[config.mk]
export PLATFORM = sky130hd
export DESIGN_NAME = csa_tree_pipe
export DESIGN_NICKNAME = d
export VERILOG_FILES = /design/src/rtl/csa_tree_pkg.sv /design/src/rtl/compressor_3_2.sv /design/src/rtl/csa_level_3_2.sv /design/src/rtl/csa_tree_pipe.sv
export SDC_FILE = /design/constraint.sdc
export NUM_CORES = 1
export LEC_CHECK = 0
export BUFFER_PORTS_ARGS = -buffer_cell sky130_fd_sc_hd__clkbuf_2
export CAP_MARGIN = 20
export CORE_UTILIZATION = 50
export DETAILED_ROUTE_END_ITERATION = 6
export GPL_ROUTABILITY_DRIVEN = 0
export PLACE_DENSITY = 0.8
export SLEW_MARGIN = 20
export SYNTH_ARGS = -nofsm -noshare
export SYNTH_HDL_FRONTEND = slang
export SYNTH_SLANG_ARGS = --single-unit
[constraint.sdc]
create_clock -name clk -period 3 [get_ports clk]
set_clock_uncertainty 0.2 [all_clocks]
set_input_delay 0.15 -clock clk [delete_from_list [all_inputs] [get_ports clk]]
set_output_delay 0.15 -clock clk [all_outputs]
set_load 0.01 [all_outputs]
[src/rtl/csa_tree_pkg.sv]
// Shared helpers for the pipelined carry-save tree: width, level-count and
// stage-count arithmetic evaluated at elaboration time.
package csa_tree_pkg;

    localparam int DEF_NUM_IN    = 9;
    localparam int DEF_DW        = 8;
    localparam int DEF_REG_EVERY = 2;

    function automatic int clog2(input int n);
        int r;
        int v;
        r = 0;
        v = 1;
        while (v < n) begin
            v = v * 2;
            r = r + 1;
        end
        return r;
    endfunction

    // Operand count after one 3:2 level: each triple becomes two, leftovers pass.
    function automatic int csa_next(input int n);
        return (n > 2) ? (2 * (n / 3) + (n % 3)) : n;
    endfunction

    function automatic int csa_count(input int n, input int lvl);
        int c;
        c = n;
        for (int i = 0; i < lvl; i++) begin
            c = csa_next(c);
        end
        return c;
    endfunction

    function automatic int csa_levels(input int n);
        int c;
        int l;
        c = n;
        l = 0;
        while (c > 2) begin
            c = csa_next(c);
            l = l + 1;
        end
        return l;
    endfunction

    function automatic int csa_stages(input int levels, input int reg_every);
        if (levels == 0) begin
            return 1;
        end
        return (levels + reg_every - 1) / reg_every;
    endfunction

    function automatic int csa_ow(input int num_in, input int dw);
        return dw + clog2(num_in);
    endfunction

    function automatic bit csa_reg_after(input int lvl, input int levels, input int reg_every);
        return (((lvl + 1) % reg_every) == 0) || (lvl == levels - 1);
    endfunction

    localparam int DEF_OW = csa_ow(DEF_NUM_IN, DEF_DW);

endpackage

[src/rtl/compressor_3_2.sv]
// Single-bit 3:2 compressor (full adder) used as the tree's leaf cell.
module compressor_3_2 (
    input  logic a,
    input  logic b,
    input  logic c,
    output logic s,
    output logic co
);

    assign s  = a ^ b ^ c;
    assign co = (a & b) | (a & c) | (b & c);

endmodule

[src/rtl/csa_level_3_2.sv]
// One combinational carry-save level: N operands of OW bits in, csa_next(N) out.
// Triples produce (sum, carry<<1); leftover operands are appended unchanged.
module csa_level_3_2
    import csa_tree_pkg::*;
#(
    parameter  int N  = 3,
    parameter  int OW = 8,
    localparam int NO = csa_next(N)
) (
    input  logic [N*OW-1:0]  in_ops,
    output logic [NO*OW-1:0] out_ops
);

    localparam int NT = N / 3;
    localparam int NR = N % 3;

    generate
        for (genvar gi = 0; gi < NT; gi++) begin : g_triple
            logic [OW-1:0] a_w;
            logic [OW-1:0] b_w;
            logic [OW-1:0] c_w;
            logic [OW-1:0] s_w;
            logic [OW-2:0] co_w;

            assign a_w = in_ops[(3*gi)*OW +: OW];
            assign b_w = in_ops[(3*gi+1)*OW +: OW];
            assign c_w = in_ops[(3*gi+2)*OW +: OW];

            for (genvar gb = 0; gb < OW - 1; gb++) begin : g_bit
                compressor_3_2 u_cmp (
                    .a  (a_w[gb]),
                    .b  (b_w[gb]),
                    .c  (c_w[gb]),
                    .s  (s_w[gb]),
                    .co (co_w[gb])
                );
            end

            // The MSB carry would be shifted out of OW bits, so only its sum is built.
            assign s_w[OW-1] = a_w[OW-1] ^ b_w[OW-1] ^ c_w[OW-1];

            assign out_ops[(2*gi)*OW +: OW]   = s_w;
            assign out_ops[(2*gi+1)*OW +: OW] = {co_w, 1'b0};
        end

        for (genvar gi = 0; gi < NR; gi++) begin : g_pass
            assign out_ops[(2*NT+gi)*OW +: OW] = in_ops[(3*NT+gi)*OW +: OW];
        end
    endgenerate

endmodule

[src/rtl/csa_tree_pipe.sv]
// Pipelined carry-save reduction tree with valid/ready flow control and a global stall.
// Optional CSA_TREE_FINAL_CPA_EN adds a carry-propagate output stage (out_carry = 0).
module csa_tree_pipe
    import csa_tree_pkg::*;
#(
    parameter  int NUM_IN    = 9,
    parameter  int DW        = 8,
    parameter  int REG_EVERY = 2,
    localparam int OW        = csa_ow(NUM_IN, DW)
) (
    input  logic                 clk,
    input  logic                 reset,
    input  logic                 in_valid,
    output logic                 in_ready,
    input  logic [NUM_IN*DW-1:0] in_data,
    output logic                 out_valid,
    input  logic                 out_ready,
    output logic [OW-1:0]        out_sum,
    output logic [OW-1:0]        out_carry
);

    localparam int L = csa_levels(NUM_IN);

    logic                 en;
    logic                 transfer;
    logic [NUM_IN*OW-1:0] ext_ops;
    logic [OW-1:0]        tree_sum;
    logic [OW-1:0]        tree_carry;
    logic                 tree_valid;

    assign en       = !out_valid || out_ready;
    assign in_ready = en && !reset;
    assign transfer = in_valid && in_ready;

    generate
        for (genvar gi = 0; gi < NUM_IN; gi++) begin : g_ext
            assign ext_ops[gi*OW +: OW] = {{(OW-DW){1'b0}}, in_data[gi*DW +: DW]};
        end

        if (L == 0) begin : g_bypass
            logic [2*OW-1:0] data_d;
            logic [2*OW-1:0] data_q;
            logic            valid_d;
            logic            valid_q;

            always_comb begin
                data_d  = data_q;
                valid_d = valid_q;
                if (en) begin
                    data_d  = ext_ops;
                    valid_d = transfer;
                end
            end

            always_ff @(posedge clk) begin
                if (reset) begin
                    data_q  <= '0;
                    valid_q <= 1'b0;
                end else begin
                    data_q  <= data_d;
                    valid_q <= valid_d;
                end
            end

            assign tree_sum   = data_q[OW-1:0];
            assign tree_carry = data_q[2*OW-1:OW];
            assign tree_valid = valid_q;
        end else begin : g_tree
            for (genvar gi = 0; gi < L; gi++) begin : g_lvl
                localparam int NI  = csa_count(NUM_IN, gi);
                localparam int NO  = csa_count(NUM_IN, gi + 1);
                localparam bit REG = csa_reg_after(gi, L, REG_EVERY);

                logic [NI*OW-1:0] lin;
                logic             lin_valid;
                logic [NO*OW-1:0] comb_out;
                logic [NO*OW-1:0] lout;
                logic             lout_valid;

                if (gi == 0) begin : g_first
                    assign lin       = ext_ops;
                    assign lin_valid = transfer;
                end else begin : g_next
                    assign lin       = g_lvl[gi-1].lout;
                    assign lin_valid = g_lvl[gi-1].lout_valid;
                end

                csa_level_3_2 #(
                    .N  (NI),
                    .OW (OW)
                ) u_level (
                    .in_ops  (lin),
                    .out_ops (comb_out)
                );

                if (REG) begin : g_reg
                    logic [NO*OW-1:0] data_d;
                    logic [NO*OW-1:0] data_q;
                    logic             valid_d;
                    logic             valid_q;

                    always_comb begin
                        data_d  = data_q;
                        valid_d = valid_q;
                        if (en) begin
                            data_d  = comb_out;
                            valid_d = lin_valid;
                        end
                    end

                    always_ff @(posedge clk) begin
                        if (reset) begin
                            data_q  <= '0;
                            valid_q <= 1'b0;
                        end else begin
                            data_q  <= data_d;
                            valid_q <= valid_d;
                        end
                    end

                    assign lout       = data_q;
                    assign lout_valid = valid_q;
                end else begin : g_comb
                    assign lout       = comb_out;
                    assign lout_valid = lin_valid;
                end
            end

            assign tree_sum   = g_lvl[L-1].lout[OW-1:0];
            assign tree_carry = g_lvl[L-1].lout[2*OW-1:OW];
            assign tree_valid = g_lvl[L-1].lout_valid;
        end
    endgenerate

`ifdef CSA_TREE_FINAL_CPA_EN
    logic [OW-1:0] cpa_sum_d;
    logic [OW-1:0] cpa_sum_q;
    logic          cpa_valid_d;
    logic          cpa_valid_q;

    always_comb begin
        cpa_sum_d   = cpa_sum_q;
        cpa_valid_d = cpa_valid_q;
        if (en) begin
            cpa_sum_d   = tree_sum + tree_carry;
            cpa_valid_d = tree_valid;
        end
    end

    always_ff @(posedge clk) begin
        if (reset) begin
            cpa_sum_q   <= '0;
            cpa_valid_q <= 1'b0;
        end else begin
            cpa_sum_q   <= cpa_sum_d;
            cpa_valid_q <= cpa_valid_d;
        end
    end

    assign out_sum   = cpa_sum_q;
    assign out_carry = '0;
    assign out_valid = cpa_valid_q;
`else
    assign out_sum   = tree_sum;
    assign out_carry = tree_carry;
    assign out_valid = tree_valid;
`endif

endmodule

==> key figures <==
Yosys
  • Synth Register Bits: 55
  • Mapped cell area: 4160 sq um
  • Mean Syn Cell Area: 10.4 sq um
  • Yosys warnings: 0
  • Netlist cell types: 22
  • Cells after synthesis: 399
  • Area contributors post-synth: dfxtp_1, fa_1, nand4bb_1
  • Sequential share of the synthesized area: 26.5%
  • Synth area leader: dfxtp_1
  • Synth top area share: 26.5%

Drt
  • Total wire length: 7.41 mm
  • Drt first pass iters: 4
  • Drc violations: 0
  • Via-to-Cell Ratio: 4.96
  • Wire per inst: 12.8 um
  • Final ANT Viol Nets: 0
  • DR vias: 2,874
  • Initial DRC Count: 127

Clock tree
  • Worst skew pair latency: 0.31 ns
  • Clock tree buffer depth: 2
  • Cts hold-fix bufs: 1
  • Resize count post-CTS: 0
  • Root Buffer: clkbuf_8
  • CTS Buf Count: 5
  • CTS H-tree depth: 2
  • Total setup buffers inserted after CTS: 0
  • TritonCTS clock tree: done
  • CTS sink count: 55
  • CTS clk-pin slew, worst paths: 0.11 ns

Power
  • Lkg Pwr: 0.00227 uW
  • Clock share of power: 22.5%
  • NetSw: 744 uW
  • Int Pwr: 1490 uW
  • Logic gate share of total power: 34.7%
  • Reg power frac: 42.8%
  • Pwr dens: 475 nW/um^2
  • Max VDD drop: 0.000294 V
  • Switching Fraction: 33.2%

Critical path
  • Worst path arrival time: 1.90 ns
  • Crit. End Element: flip-flop
  • Stages on worst setup path: 4
  • Worst path bufs/invs: 0
  • CP delay by family, top: adder cells
  • Crit path max-delay cell type: fa_1
  • Worst-path cell chain: fa_1 > fa_1 > nand2b_1 > o21ai_1
  • Crit path max fanout: 2
  • Setup CP Type: flip-flop to flip-flop
  • CP most frequent cell: fa_1
  • CP max stage delay: 0.55 ns
  • Reg2reg path depth: 4
  • Setup crit start kind: flip-flop
  • Data required time of the worst path: 3.05 ns

Run
  • Max cap viols: 0

STA
  • RSZ-0062 raised after global routing: false
  • Final min period: 1.85 ns
  • Setup_tns: 0 ns
  • Fmax: 0.539 GHz
  • Final setup fails: 0
  • Period Utilization, post-route: 61.8%
  • Max transition margin: 60.5%
  • Worst Tran Pin Value: 0.592 ns
  • Final setup margin: 1.15 ns
  • Slew Viols, Final: 0
  • Fin. Hold Viols: 0

Worst hold path
  • Worst Hold Path Cells: 3
  • Worst Hold Class: input port to flip-flop

Final layout
  • Share of layout cells above drive strength 1: 27.9%
  • # nets final: 610
  • Register area: 1100 sq um
  • Fill cells: 708
  • Area of the multi-input gates: 2510 sq um
  • Final Util: 59.7%
  • N_diodes: 0
  • Layout Area Growth over Synthesis: 13.1%

Global routing
  • Vias in the first global route: 3,079
  • Total track usage: 18.7%
  • Largest net degree at the start of global routing: 110
  • Initial antenna violation count: 0
  • Gr ovfl total: 0
  • First-pass GRT wire length: 13.0 mm

Placement
  • Hpwl dp: 5.40 mm
  • PortBufs: 96
  • Worst slack, placed: 1.14 ns

Floorplan
  • Core Region: 7890 sq um
  • Die Wd: 93.2 um
  • Initial Utilization: 52.8%
  • Die height: 93.2 um
  • Die area: 8690 sq um
  • Row count: 32
  • Io pins: 102

Status
  • Status: finished clean
==> state kept, by name, summed over array words and instances (netlist names) <==
register                    count
g_tree.g_lvl.g_reg.data_q      53
out_valid                       1
g_tree.g_lvl.g_reg.valid_q      1
==> routing by layer <==
metal | track usage, % | share of wire [%] | vias up
li1 | - | - | 1406
met1 | 21.6 | 44 | 1401
met2 | 36.6 | 53 | 61
met3 | 2.85 | 3.2 | 6
met4 | 3.33 | 0.65 | 0
met5 | 0 | 0 | -
==> power by group through the flow <==
stage	combinational [uW]	sequential, uW	clock, uW
6_report	776	958	504
5_1_grt	909	977	547
2_1_floorplan	532	989	0
3_3_place_gp	765	969	0
3_5_place_dp	791	976	0
4_1_cts	793	960	521
==> area by class of cell <==
type                            instances  share of cell area (%)
Clock buffer                            5                    1.46
Clock inverter                          3                    1.01
Inverter                               85                    6.78
Multi-Input combinational cell        228                    53.3
Sequential cell                        55                    23.4
Tap cell                              102                    2.71
Timing Repair Buffer                  101                    11.3
==> synth_stat cells (all sizes together) <==
library cell,n
a211oi,1
a21oi,1
buf,21
clkbuf,14
conb,1
dfxtp,55
fa,53
ha,5
inv,85
nand2b,54
nand4bb,53
nor2,1
nor2b,1
nor3b,1
o21ai,53
==> through the flow <==
| stage | instances | power [uW] | instance area, sq um | hold slack [ns] |
|---|---|---|---|---|
| floorplan | 403 | 1520 | 4180 | 0.102 |
| global placement | 570 | 1730 | 4580 | 0.203 |
| detailed placement | 570 | 1770 | 4580 | 0.207 |
| CTS | 579 | 2270 | 4710 | 0.0299 |
| global route | 579 | 2430 | 4710 | 0.0562 |
| finish | 579 | 2240 | 4710 | 0.0279 |
==> cells by family (layout without fill, tap and decap cells) <==
| logic type | count (synthesis) | in the layout | synth area share [%] |
|---|---|---|---|
| AOI/OAI and AO/OA | 55 | 55 | 7.69 |
| adders and majority gates | 58 | 58 | 27.0 |
| buffers and inverters | 120 | 194 | 13.8 |
| DFF | 55 | 55 | 26.5 |
| other | 1 | 5 | 0.0901 |
| and+or+nand+nor | 110 | 110 | 25.0 |
==> worst register-to-register path, stage by stage (launching register included) <==
cell      delay, ns
dfxtp_1        0.34
fa_1           0.54
fa_1           0.55
nand2b_1       0.05
o21ai_1        0.11
==> placed cells by master (no fill, tap or decap) <==
master / count
buf_4: 3
o21ai_0: 18
nand2b_1: 43
nand2b_4: 11
o21ai_2: 10
conb_1: 5
clkbuf_8: 5
inv_6: 1
bufinv_16: 1
clkinv_4: 1
nor2b_4: 1
a211oi_2: 1
dlygate4sd3_1: 1
dfxtp_1: 54
nand4bb_1: 53
clkbuf_2: 96
nor3b_2: 1
nor2_1: 1
o21ai_1: 25
fa_1: 53
ha_1: 5
dfxtp_2: 1
inv_1: 85
buf_12: 1
a21oi_1: 1
==> path summary, 6_finish.rpt <==
kind | start | to | slack [ns]
hold / removal | out_ready | g_tree.g_lvl[1].g_reg.data_q[31] | 0.03
setup reg to reg | g_tree.g_lvl[1].g_reg.data_q[2] | g_tree.g_lvl[3].g_reg.data_q[2] | 1.15
hold reg to reg | g_tree.g_lvl[1].g_reg.valid_q | out_valid | 0.26
setup / recovery | g_tree.g_lvl[1].g_reg.data_q[2] | g_tree.g_lvl[3].g_reg.data_q[2] | 1.15
Note: power is estimated with default switching activity, not from simulation.
